File: src/rtl/uart_inst_rx.sv
// UART 8N1 receiver for host-streamed sequencer instructions.
// Received bytes are queued in a small FIFO and offered on a valid/ready port.
module uart_inst_rx #(
  parameter int CLKS_PER_BIT = 100,
  parameter int FIFO_DEPTH   = 4
) (
  input  logic                          clk,
  input  logic                          rst_n,
  input  logic                          RsRx,
  input  logic                          inst_rdy,
  output logic [7:0]                    inst_wd,
  output logic                          inst_vld,
  output logic [$clog2(FIFO_DEPTH):0]   fifo_cnt,
  output logic                          frm_err,
  output logic                          ovf
);

  localparam int AW = $clog2(FIFO_DEPTH);
  localparam int CW = $clog2(CLKS_PER_BIT);

  localparam logic [2:0] IDLE      = 3'd0;
  localparam logic [2:0] START     = 3'd1;
  localparam logic [2:0] DATA      = 3'd2;
  localparam logic [2:0] STOP      = 3'd3;
  localparam logic [2:0] WAIT_IDLE = 3'd4;

  localparam logic [CW-1:0] HALF_M1  = CW'(CLKS_PER_BIT / 2 - 1);
  localparam logic [CW-1:0] FULL_M1  = CW'(CLKS_PER_BIT - 1);
  localparam logic [AW:0]   FULL_CNT = (AW + 1)'(FIFO_DEPTH);
  localparam logic [AW:0]   ONE_CNT  = (AW + 1)'(1);

  logic          rx_meta, rx_s, rx_d;
  logic [2:0]    state;
  logic [CW-1:0] baud_cnt;
  logic [2:0]    bit_idx;
  logic [7:0]    shreg;

  logic [7:0]    mem [FIFO_DEPTH];
  logic [AW-1:0] wr_ptr, rd_ptr, rd_next;
  logic          push_req, push_ok, pop, full;

  // Synchroniser flops idle high so reset never looks like a start edge.
  always_ff @(posedge clk or negedge rst_n) begin
    if (!rst_n) begin
      rx_meta <= 1'b1;
      rx_s    <= 1'b1;
      rx_d    <= 1'b1;
    end else begin
      rx_meta <= RsRx;
      rx_s    <= rx_meta;
      rx_d    <= rx_s;
    end
  end

  always_ff @(posedge clk or negedge rst_n) begin
    if (!rst_n) begin
      state    <= IDLE;
      baud_cnt <= '0;
      bit_idx  <= 3'd0;
      shreg    <= 8'h00;
      frm_err  <= 1'b0;
    end else begin
      frm_err <= 1'b0;
      case (state)
        IDLE: begin
          baud_cnt <= '0;
          if (rx_d && !rx_s) state <= START;
        end
        START: begin
          if (baud_cnt == HALF_M1) begin
            baud_cnt <= '0;
            bit_idx  <= 3'd0;
            state    <= rx_s ? IDLE : DATA;
          end else begin
            baud_cnt <= baud_cnt + 1'b1;
          end
        end
        DATA: begin
          if (baud_cnt == FULL_M1) begin
            baud_cnt <= '0;
            shreg    <= {rx_s, shreg[7:1]};
            bit_idx  <= bit_idx + 3'd1;
            if (bit_idx == 3'd7) state <= STOP;
          end else begin
            baud_cnt <= baud_cnt + 1'b1;
          end
        end
        STOP: begin
          // Returning to IDLE at mid-stop lets a zero-gap next start edge be caught.
          if (baud_cnt == FULL_M1) begin
            baud_cnt <= '0;
            if (rx_s) begin
              state <= IDLE;
            end else begin
              frm_err <= 1'b1;
              state   <= WAIT_IDLE;
            end
          end else begin
            baud_cnt <= baud_cnt + 1'b1;
          end
        end
        WAIT_IDLE: begin
          if (rx_s) state <= IDLE;
        end
        default: state <= IDLE;
      endcase
    end
  end

  assign push_req = (state == STOP) && (baud_cnt == FULL_M1) && rx_s;
  assign inst_vld = (fifo_cnt != '0);
  assign full     = (fifo_cnt == FULL_CNT);
  assign pop      = inst_vld && inst_rdy;
  assign push_ok  = push_req && (!full || pop);
  assign rd_next  = rd_ptr + 1'b1;

  always_ff @(posedge clk) begin
    if (push_ok) mem[wr_ptr] <= shreg;
  end

  // inst_wd is a registered copy of the head so it keeps the last value when empty.
  always_ff @(posedge clk or negedge rst_n) begin
    if (!rst_n) begin
      wr_ptr   <= '0;
      rd_ptr   <= '0;
      fifo_cnt <= '0;
      inst_wd  <= 8'h00;
      ovf      <= 1'b0;
    end else begin
      ovf <= push_req && full && !pop;
      if (push_ok) wr_ptr <= wr_ptr + 1'b1;
      if (pop)     rd_ptr <= rd_next;
      case ({push_ok, pop})
        2'b10:   fifo_cnt <= fifo_cnt + ONE_CNT;
        2'b01:   fifo_cnt <= fifo_cnt - ONE_CNT;
        default: fifo_cnt <= fifo_cnt;
      endcase
      if (pop) begin
        if (fifo_cnt > ONE_CNT)  inst_wd <= mem[rd_next];
        else if (push_ok)        inst_wd <= shreg;
      end else if (!inst_vld && push_ok) begin
        inst_wd <= shreg;
      end
    end
  end

endmodule

File: config.mk
export PLATFORM = sky130hd
export DESIGN_NAME = uart_inst_rx
export DESIGN_NICKNAME = d
export VERILOG_FILES = /design/src/rtl/uart_inst_rx.sv
export SDC_FILE = /design/constraint.sdc
export NUM_CORES = 1
export LEC_CHECK = 0
export BUFFER_PORTS_ARGS = -buffer_cell sky130_fd_sc_hd__buf_4
export CORE_ASPECT_RATIO = 0.6
export CORE_UTILIZATION = 40
export DETAILED_ROUTE_END_ITERATION = 10
export PLACE_DENSITY_LB_ADDON = 0.12
export SYNTH_ARGS = -nofsm -noshare
export SYNTH_HDL_FRONTEND = slang
export SYNTH_SLANG_ARGS = --single-unit
File: constraint.sdc
create_clock -name clk -period 2.8 [get_ports clk]
set_input_delay 0.14 -clock clk [delete_from_list [all_inputs] [get_ports clk]]
set_output_delay 0.14 -clock clk [all_outputs]
set_load 0.03 [all_outputs]
==> summary.md, run 1 <==
| Metric | Value |
|---|---|
| Post-Synthesis Net Count | 236 |
| Setup bufs post-CTS | 0 |
| Maximum fanout count along the critical path | 9 |
| Max Slew Vio Count | 0 |
| RSZ-0062 raised after global routing | false |
| Worst hold-check slack | 0.255 ns |
| Final RePlAce weighted congestion | 0.716 |
| Effective utilization at floorplan | 41.5% |
| Wire length of the first global-routing pass | 9230 um |
| Worst reg2reg endpoint | inst_wd[1] |
| Total routing resource utilization after global routing | 15.1% |
| Clock skew | between 0.004 and 0.005 ns |
| Remaining number of nets flagged by the antenna check after routing | 0 |
| Core ar. | 7910 um^2 |
| Hold buffer count at cts | 2 |
| Maximum number of pins on one net before global-route repair | 42 |
| Min-delay worst type | in2reg |
| Kind of end point of the critical path | register |
| Mean Syn Cell Area | between 10 and 15 um^2 |
| Clock transition at path regs | 0.06 ns |
| Sequential Power Share | 46.0% |
| Gate Count Post-Synth | 220 |
| Num ports | 18 |
| Most used flip-flop cell after synthesis | sky130_fd_sc_hd__dfrtp_1 |
| Number of buffers inserted during clock tree synthesis | 9 |
| Hold worst-path end | ovf |
| Initial antenna violation count | 0 |
| NumNets Final | 259 |
| Height of the chip | approximately 72 um |
| PostCTS Resize Cnt | 0 |
| Worst path cell trace | inv_1, ha_1, a211oi_1, o21a_1, mux2_2, mux2_4 |
| Slew at the pin closest to its max-slew limit | around 0.58 ns |
| DRC viols | 0 |
| Vias in the first global route | roughly 1,700 |
| HP Start | inst_rdy |
| R2r startpoint | fifo_cnt[0] |
| Critical Path Slowest Stage Cell | sky130_fd_sc_hd__dfrtp_1 |
| Fraction of power spent switching nets | 18.4% |
| Root buffer cell | sky130_fd_sc_hd__clkbuf_16 |
| Maximum operating frequency | 465 MHz |
| Number of clock sinks | between 70 and 80 |
| Die width | 119 um |
| Final setup fails | 0 |
| Relative slew slack | 61.2% |
| Worst Path Required | between 3 and 4 ns |
| Average wire per cell in the routed design | between 15 and 20 um |
| Skew-Pair Late Insertion Delay | 0.33 ns |
| Nature of the critical path startpoint | register |
| Die Footprint | roughly 8600 um^2 |
| Final instance count without filler cells | 356 |
| Most frequent standard cell in the layout excluding fill and tap cells | sky130_fd_sc_hd__dfrtp_1 |
| Sequential cell area fraction in the yosys report | 60.6% |
| Maximum clock path buffer count | 2 |
| Register-to-Register Path Depth | 6 |
| Number of flops mapped to enable cells by yosys | 32 |
| Outcome | completed |
| Starting DRC count in detailed routing | 85 |
| Per-cell via count in the routed design | 4.94 |
| Power density over the cells | 635 nW/um^2 |
| Register bit total from synthesis | 73 |
| Commonest cells after routing, fill and taps aside | sky130_fd_sc_hd__dfrtp_1, sky130_fd_sc_hd__edfxtp_1, sky130_fd_sc_hd__buf_4 |
| NetSw | 453 uW |
| Core Rows | 25 |
| Number of warnings reported in the yosys synthesis log | 0 |
| Total power after layout | 2.46 mW |
| Post-Syn Area | 3280 um^2 |
| Final critical path time including I/O delays and setup | 2.15 ns |
| Aggregate routed wire length | 5700 um |
| Minimum setup slack among reg-to-reg paths | 0.65 ns |
| Clock tree from TritonCTS | built |
| Cell depth of the worst min-delay path | 3 |
| Final hold vios | 0 |
| First drt pass iteration count | 4 |
| Combinational cell fraction of total power | 1.5% |
| Number of H-tree branching levels | 3 |
| Placed wire-length estimate after detailed placement | 3780 um |
| Async set-reset flop share out of synthesis | 56.2% |
| Clock power share | 52.5% |
| Area overhead of the layout relative to synthesis | 17.7% |
| Total via count in the routed design | 1,760 |
| Max incr delay on CP | 0.43 ns |
| Count of unique library cells instantiated by Yosys | 47 |
| Start-to-end type of the worst setup path | reg2reg |
| Antenna cell count | 0 |
| Max_cap viols | 0 |
| Number of port buffers | 17 |
| Cell internal power dissipation | 2.00 mW |
| Static leakage | 1.70 nW |
| Worst endpoint data arrival time | about 2.4 ns |
| Worst-case vdd ir drop | 359 uV |
| Count of placed standard cells including taps | ~340 |
| Overflow left after global routing | 0 |
| Total negative slack | 0 ns |
| Crit share post-route | 76.8% |
| Layout cells sized above 1 | between 30% and 40% |
layout make-up:
cell class                      instances  area [um^2]
Fill cell                             685         4050
Sequential cell                        73         1990
Inverter                                9         33.8
Multi-Input combinational cell        130         1210
Clock inverter                          5          104
Timing Repair Buffer                   20          155
Clock buffer                           11          233
Tap cell                              108          135
synthesized netlist by cell type, types with 2 or more instances:
cell type,number,area share [%]
sky130_fd_sc_hd__xor2_1,3,0.80
sky130_fd_sc_hd__inv_1,8,0.91
sky130_fd_sc_hd__buf_2,3,0.46
sky130_fd_sc_hd__and3_1,6,1.1
sky130_fd_sc_hd__nor2_1,14,1.6
sky130_fd_sc_hd__clkbuf_1,2,0.23
sky130_fd_sc_hd__dfrtp_1,38,29
sky130_fd_sc_hd__mux4_2,8,5.5
sky130_fd_sc_hd__mux2_4,8,3.7
sky130_fd_sc_hd__a21o_1,2,0.46
sky130_fd_sc_hd__nor2b_1,2,0.38
sky130_fd_sc_hd__mux2_2,17,5.8
sky130_fd_sc_hd__and2_1,2,0.38
sky130_fd_sc_hd__a21oi_1,6,0.91
sky130_fd_sc_hd__o31ai_1,2,0.46
sky130_fd_sc_hd__dfstp_2,3,2.4
sky130_fd_sc_hd__nor4b_1,2,0.53
sky130_fd_sc_hd__ha_1,12,4.6
sky130_fd_sc_hd__nand2_1,9,1.0
sky130_fd_sc_hd__xnor2_1,5,1.3
sky130_fd_sc_hd__nand3_1,5,0.76
sky130_fd_sc_hd__edfxtp_1,32,29
sky130_fd_sc_hd__mux2i_1,4,1.2
sky130_fd_sc_hd__nor3_1,2,0.30
sky130_fd_sc_hd__nand4_1,2,0.38
sky130_fd_sc_hd__nand3b_1,2,0.46
worst max path at each step:
stage                       to   startpoint  cells after the start  slack (ns)
CTS                 inst_wd[1]  fifo_cnt[0]                      6        0.62
detailed placement  inst_wd[2]  fifo_cnt[0]                      6        0.63
floorplan           inst_wd[0]  fifo_cnt[0]                      7        0.68
global placement    inst_wd[6]  fifo_cnt[0]                      6        0.70
global route        inst_wd[1]  fifo_cnt[0]                      6        0.54
finish              inst_wd[1]  fifo_cnt[0]                      6        0.65
cells by family after synthesis:
kind of cell | after synthesis | share of synthesized area [%]
xor+xnor | 8 | 2.13
compound gates | 19 | 4.53
flops | 73 | 60.6
mux | 37 | 16.2
buf+inv | 17 | 2.40
simple gates | 54 | 9.56
fa+ha+maj | 12 | 4.57
worst max-delay path, delay by kind of cell, from the launching register on:
kind / cells / cell delay [ns]
muxes: 2 / 0.65
AOI/OAI and AO/OA: 2 / 0.60
DFF: 1 / 0.43
adders and majority gates: 1 / 0.25
buffers and inverters: 1 / 0.10
power groups by stage:
| stage | Combinational, mW | Clock [mW] | Sequential (mW) |
|---|---|---|---|
| 2_1_floorplan | 0.0209 | 0 | 1.14 |
| 3_3_place_gp | 0.0373 | 0 | 1.15 |
| 3_5_place_dp | 0.0374 | 0 | 1.15 |
| 4_1_cts | 0.0394 | 1.32 | 1.13 |
| 5_1_grt | 0.0441 | 1.37 | 1.13 |
| 6_report | 0.0380 | 1.29 | 1.13 |
through the flow:
step | instance area (um^2) | setup slack (ns) | util, %
6_report | 3870 | 0.649 | 48.9
5_1_grt | 3870 | 0.541 | 48.9
4_1_cts | 3870 | 0.623 | 48.9
3_5_place_dp | 3510 | 0.629 | 44.3
3_3_place_gp | 3510 | 0.699 | 44.3
2_1_floorplan | 3280 | 0.675 | -
registers in the layout, summed over array words and instances, names as in the netlist:
register  count
shreg         8
baud_cnt      7
mem          32
rx_d          1
inst_wd       8
rx_meta       1
frm_err       1
rd_ptr        2
ovf           1
state         3
wr_ptr        2
bit_idx       3
fifo_cnt      3
rx_s          1
per-layer routing:
metal | global-route usage [%] | up-vias | part of all wire [%]
met5 | 0 | - | 0
met4 | 6.33 | 0 | 1.4
met3 | 6.05 | 7 | 4.5
met2 | 18.8 | 29 | 38
met1 | 22.6 | 867 | 56
li1 | - | 857 | -
Power figures use the tool's default switching activity.
==> inputs of run 2 (changes only) <==
- clock period: 2.8 -> 1.95 ns (I/O delays scaled with it)
==> summary.md, run 2 (same netlist as run 1, synthesis figures left out) <==
| Metric | Value |
|---|---|
| Overflow left after global routing | 0 |
| Hold worst-path end | ovf |
| Most frequent standard cell in the layout excluding fill and tap cells | sky130_fd_sc_hd__dfrtp_1 |
| Cell internal power dissipation | 2.77 mW |
| Number of flip-flops under the largest register name | 32 |
| Worst endpoint data arrival time | 2.04 ns |
| DRC viols | 0 |
| Height of the chip | 72.2 um |
| Aggregate routed wire length | between 5000 and 6000 um |
| Core Rows | 25 |
| NumNets Final | 277 |
| Minimum setup slack among reg-to-reg paths | approximately 0.12 ns |
| Worst hold-check slack | 0.225 ns |
| Max_cap viols | 0 |
| Remaining number of nets flagged by the antenna check after routing | 0 |
| Number of H-tree branching levels | 3 |
| Outcome | completed |
| Antenna cell count | 0 |
| Kind of cell adding the most delay to the critical path | multiplexers |
| Largest register by flop count | mem |
| Commonest cells after routing, fill and taps aside | sky130_fd_sc_hd__dfrtp_1, sky130_fd_sc_hd__edfxtp_1, sky130_fd_sc_hd__buf_4 |
| Number of clock sinks | 73 |
| Clock power share | slightly above 50% |
| R2r startpoint | fifo_cnt[0] |
| Max incr delay on CP | slightly above 0.4 ns |
| Total via count in the routed design | 1,798 |
| Starting DRC count in detailed routing | 85 |
| Final hold vios | 0 |
| Critical Path Slowest Stage Cell | sky130_fd_sc_hd__dfrtp_2 |
| Clock tree from TritonCTS | built |
| Combinational cell fraction of total power | 2.2% |
| Final setup fails | 0 |
| Final RePlAce weighted congestion | 0.689 |
| Die Footprint | approximately 8600 um^2 |
| Fraction of power spent switching nets | 18.9% |
| Worst path cell trace | ha_1, a211oi_1, o21a_1, buf_12, mux2_2, mux2_4 |
| Cell depth of the worst min-delay path | 3 |
| Skew-Pair Late Insertion Delay | 0.33 ns |
| Average wire per cell in the routed design | between 15 and 20 um |
| Fill count | 663 |
| Wire length of the first global-routing pass | 9980 um |
| Min-delay worst type | in2reg |
| Power density over the cells | about 840 nW/um^2 |
| Worst-case vdd ir drop | between 500 and 600 uV |
| Number of buffer and inverter stages on the critical path | 1 |
| Maximum fanout count along the critical path | 9 |
| Num ports | 18 |
| Sequential Power Share | 47.3% |
| Clock transition at path regs | approximately 0.050 ns |
| Post-detailed-placement cell area | 3710 um^2 |
| Die width | 119 um |
| Per-cell via count in the routed design | 4.81 |
| Relative slew slack | 63.6% |
| Maximum operating frequency | roughly 550 MHz |
| Maximum number of pins on one net before global-route repair | 42 |
| Maximum clock path buffer count | 2 |
| Setup bufs post-CTS | 0 |
| Static leakage | 1.80 nW |
| Slew at the pin closest to its max-slew limit | 0.546 ns |
| Final standard cell area without fillers | ~4100 um^2 |
| Final critical path time including I/O delays and setup | 1.83 ns |
| Crit share post-route | 93.9% |
| Total negative slack | 0 ns |
| Nature of the critical path startpoint | register |
| First drt pass iteration count | 4 |
| Number of port buffers | 17 |
| Setup ws final | 0.119 ns |
| Worst Path Required | between 2 and 2.5 ns |
| Pre-CTS setup slack | 0.110 ns |
| Start-to-end type of the worst setup path | reg2reg |
| RSZ-0062 raised after global routing | false |
| Total routing resource utilization after global routing | 15.8% |
| Area overhead of the layout relative to synthesis | 23.9% |
| NetSw | 645 uW |
| HP Start | inst_rdy |
| Root buffer cell | sky130_fd_sc_hd__clkbuf_16 |
| Worst reg2reg endpoint | inst_wd[7] |
| Clock skew | 0.00690 ns |
| Vias in the first global route | 1,809 |
| Total power after layout | about 3.4 mW |
| Effective utilization at floorplan | 41.5% |
| Placed wire-length estimate after detailed placement | 3970 um |
| Number of buffers inserted during clock tree synthesis | 9 |
| Register-to-Register Path Depth | 6 |
| Core ar. | 7910 um^2 |
| Kind of end point of the critical path | register |
| Max Slew Vio Count | 0 |
| Layout cells sized above 1 | 37.6% |
| Initial antenna violation count | 0 |
| Registers with the most flip-flops | mem x32, inst_wd x8, shreg x8 |
==> run 2: cell count changes in the layout (fill, tap and decap cells not counted), sizes merged <==
cell and delta:
buf +18, clkinvlp +1, clkinv -1, bufinv -2
clkbuf +2
==> run 2: what timing repair did <==
action                                 4_1_cts  5_1_grt
resized for setup                            0        2
setup endpoints to repair                    0        3
endpoints found under the hold margin       39        0
hold buffers                                 2        0
==> run 2: worst register-to-register path: stages (launching register included) <==
cell and delay (ns):
sky130_fd_sc_hd__dfrtp_2 0.41, sky130_fd_sc_hd__ha_1 0.19, sky130_fd_sc_hd__a211oi_1 0.21, sky130_fd_sc_hd__o21a_1 0.18, sky130_fd_sc_hd__buf_12 0.14, sky130_fd_sc_hd__mux2_2 0.34, sky130_fd_sc_hd__mux2_4 0.25
==> run 2: how the worst max path moves through the flow <==
stage | from | to | slack, ns | cells after the start
detailed placement | fifo_cnt[0] | inst_wd[2] | 0.11 | 6
finish | fifo_cnt[0] | inst_wd[7] | 0.12 | 6
global placement | fifo_cnt[0] | inst_wd[1] | 0.13 | 6
global route | baud_cnt[1] | fifo_cnt[2] | 0.01 | 6
CTS | fifo_cnt[0] | inst_wd[7] | 0.11 | 6
floorplan | fifo_cnt[0] | inst_wd[0] | 0.03 | 7
==> run 2: layout make-up <==
| type | instances | area [um^2] | area share, % |
|---|---|---|---|
| flip-flops and latches | 73 | 1990 | 49.0 |
| multi-input cells | 130 | 1230 | 30.2 |
| repair buffers | 38 | 353 | 8.67 |
| clock buffers | 13 | 280 | 6.89 |
| well taps | 108 | 135 | 3.32 |
| clock inverters | 3 | 46.3 | 1.14 |
| inverters | 9 | 33.8 | 0.830 |
==> run 2: power by group through the flow <==
stage	logic, mW	clock network, mW	registers (mW)
after floorplan	0.0301	0	1.64
after global routing	0.0853	1.85	1.61
final	0.0749	1.73	1.61
after global placement	0.0733	0	1.64
after CTS	0.0769	1.77	1.61
after detailed placement	0.0738	0	1.64
==> run 2: metrics by stage <==
step / instances / util (%)
final: 374 / 51.4
after global routing: 374 / 51.4
after CTS: 374 / 51.3
after detailed placement: 356 / 46.9
after global placement: 356 / 46.9
after floorplan: 220 / -
==> run 2: per-layer routing <==
metal  GRT usage, %  up-vias  wire length (um)
met5              0        -                 0
met4           5.49        0                43
met3           5.90        5               364
met2           20.0       39              2250
met1           24.3      865              3090
li1               -      889                 -
==> inputs of run 3 (changes only) <==
==> constraint.sdc (replaced) <==
create_clock -name clk -period 1.95 [get_ports clk]
set_input_delay 0.2925 -clock clk [delete_from_list [all_inputs] [get_ports clk]]
set_output_delay 0.2925 -clock clk [all_outputs]
set_load 0.03 [all_outputs]
==> summary.md, run 3 (same netlist as run 1, synthesis figures left out) <==
| Metric | Value |
|---|---|
| Layout cells sized above 1 | 37.7% |
| Final RePlAce weighted congestion | a little under 0.7 |
| DRC viols | 0 |
| Worst-case vdd ir drop | between 500 and 600 uV |
| Antenna cell count | 0 |
| Commonest cells after routing, fill and taps aside | sky130_fd_sc_hd__dfrtp_1, sky130_fd_sc_hd__edfxtp_1, sky130_fd_sc_hd__buf_4 |
| Worst Path Required | 2.16 ns |
| Critical Path Slowest Stage Cell | sky130_fd_sc_hd__dfrtp_2 |
| Total routing resource utilization after global routing | between 10% and 20% |
| Aggregate routed wire length | 5760 um |
| Num ports | 18 |
| Start-to-end type of the worst setup path | reg2reg |
| Largest register by flop count | mem |
| Core ar. | 7910 um^2 |
| Placed wire-length estimate after detailed placement | 3970 um |
| Area overhead of the layout relative to synthesis | 23.6% |
| Nature of the critical path startpoint | register |
| Final instance count without filler cells | 373 |
| Per-cell via count in the routed design | approximately 4.8 |
| Registers with the most flip-flops | mem x32, inst_wd x8, shreg x8 |
| Pre-CTS setup slack | 0.110 ns |
| Total power after layout | 3.41 mW |
| FF/Latch Area | 1990 um^2 |
| Average wire per cell in the routed design | 15.4 um |
| Final critical path time including I/O delays and setup | 1.83 ns |
| NumNets Final | 276 |
| Final hold vios | 0 |
| Worst endpoint data arrival time | 2.04 ns |
| Max_cap viols | 0 |
| Final setup fails | 0 |
| Effective utilization at floorplan | 41.5% |
| Die Footprint | approximately 8600 um^2 |
| Clock skew | 0.00702 ns |
| Maximum number of pins on one net before global-route repair | 42 |
| Number of flip-flops under the largest register name | 32 |
| Number of buffers inserted during clock tree synthesis | 9 |
| Initial antenna violation count | 0 |
| Most frequent standard cell in the layout excluding fill and tap cells | sky130_fd_sc_hd__dfrtp_1 |
| Number of port buffers | 17 |
| Maximum clock path buffer count | 2 |
| Maximum fanout count along the critical path | 9 |
| Count of placed standard cells including taps | 356 |
| First drt pass iteration count | 4 |
| Core Rows | 25 |
| Worst hold-check slack | 0.0739 ns |
| Total via count in the routed design | approximately 1,800 |
| Skew-Pair Late Insertion Delay | 0.33 ns |
| Setup bufs post-CTS | 0 |
| Number of H-tree branching levels | 3 |
| Kind of end point of the critical path | register |
| Setup ws final | 0.120 ns |
| Crit share post-route | 93.9% |
| Clock transition at path regs | 0.05 ns |
| Post-route core utilization | just over 50% |
| Total negative slack | 0 ns |
| Post-detailed-placement cell area | 3710 um^2 |
| Power density over the cells | 840 nW/um^2 |
| Final standard cell area without fillers | 4060 um^2 |
| Maximum operating frequency | 546 MHz |
| Vias in the first global route | 1,803 |
| Area of combinational cells with multiple inputs | 1230 um^2 |
| Wire length of the first global-routing pass | between 9000 and 10,000 um |
| Static leakage | 1.80 nW |
| Overflow left after global routing | 0 |
| Root buffer cell | sky130_fd_sc_hd__clkbuf_16 |
| Worst path cell trace | ha_1, a211oi_1, o21a_1, buf_12, mux2_2, mux2_4 |
| Remaining number of nets flagged by the antenna check after routing | 0 |
| Relative slew slack | 63.9% |
| Starting DRC count in detailed routing | 109 |
| Clock tree from TritonCTS | built |
| Max Slew Vio Count | 0 |
| Height of the chip | 72.2 um |
| Fill count | 665 |
| RSZ-0062 raised after global routing | false |
| Number of clock sinks | 73 |
| Number of buffer and inverter stages on the critical path | 1 |
| Min-delay worst type | in2reg |
| Kind of cell adding the most delay to the critical path | multiplexers |
| Slew at the pin closest to its max-slew limit | 0.542 ns |
| Die width | between 100 and 150 um |
| Outcome | completed |
| Max incr delay on CP | ~0.4 ns |
[run 3: path summary, 6_finish.rpt]
check,from,endpoint,slack (ns),cells after the start
setup reg to reg,fifo_cnt[0],inst_wd[7],0.12,6
min in group asynchronous,rst_n,baud_cnt[3],0.49,2
hold / removal,RsRx,rx_meta,0.07,1
max in group asynchronous,rst_n,fifo_cnt[0],1.06,2
hold reg to reg,rx_meta,rx_s,0.36,0
setup / recovery,fifo_cnt[0],inst_wd[7],0.12,6
[run 3: area by class of cell]
cell class	instances	share of cell area [%]
multi-input cells	130	30.2
clock inverters	3	1.14
flip-flops and latches	73	49.1
well taps	108	3.33
repair buffers	37	8.45
clock buffers	13	6.91
inverters	9	0.832
[run 3: what timing repair did]
item                                   CTS  global route
endpoints found under the hold margin   38             0
hold buffers                             1             0
gates resized for setup                  0             2
setup endpoints to repair                0             3
[run 3: per-layer routing]
layer  share of wire, %  routed length [um]  track usage [%]
met1                 55                3160             24.3
met4               0.78                  45             5.49
met5                  0                   0                0
met3                5.1                 295             5.90
met2                 39                2260             20.0
[run 3: power breakdown]
part	switching, mW	leakage [nW]	internal, mW
Combinational	0.0445	0.712	0.0289
Sequential	0.00521	0.930	1.61
Clock	0.592	0.158	1.13
Total	0.642	1.80	2.77
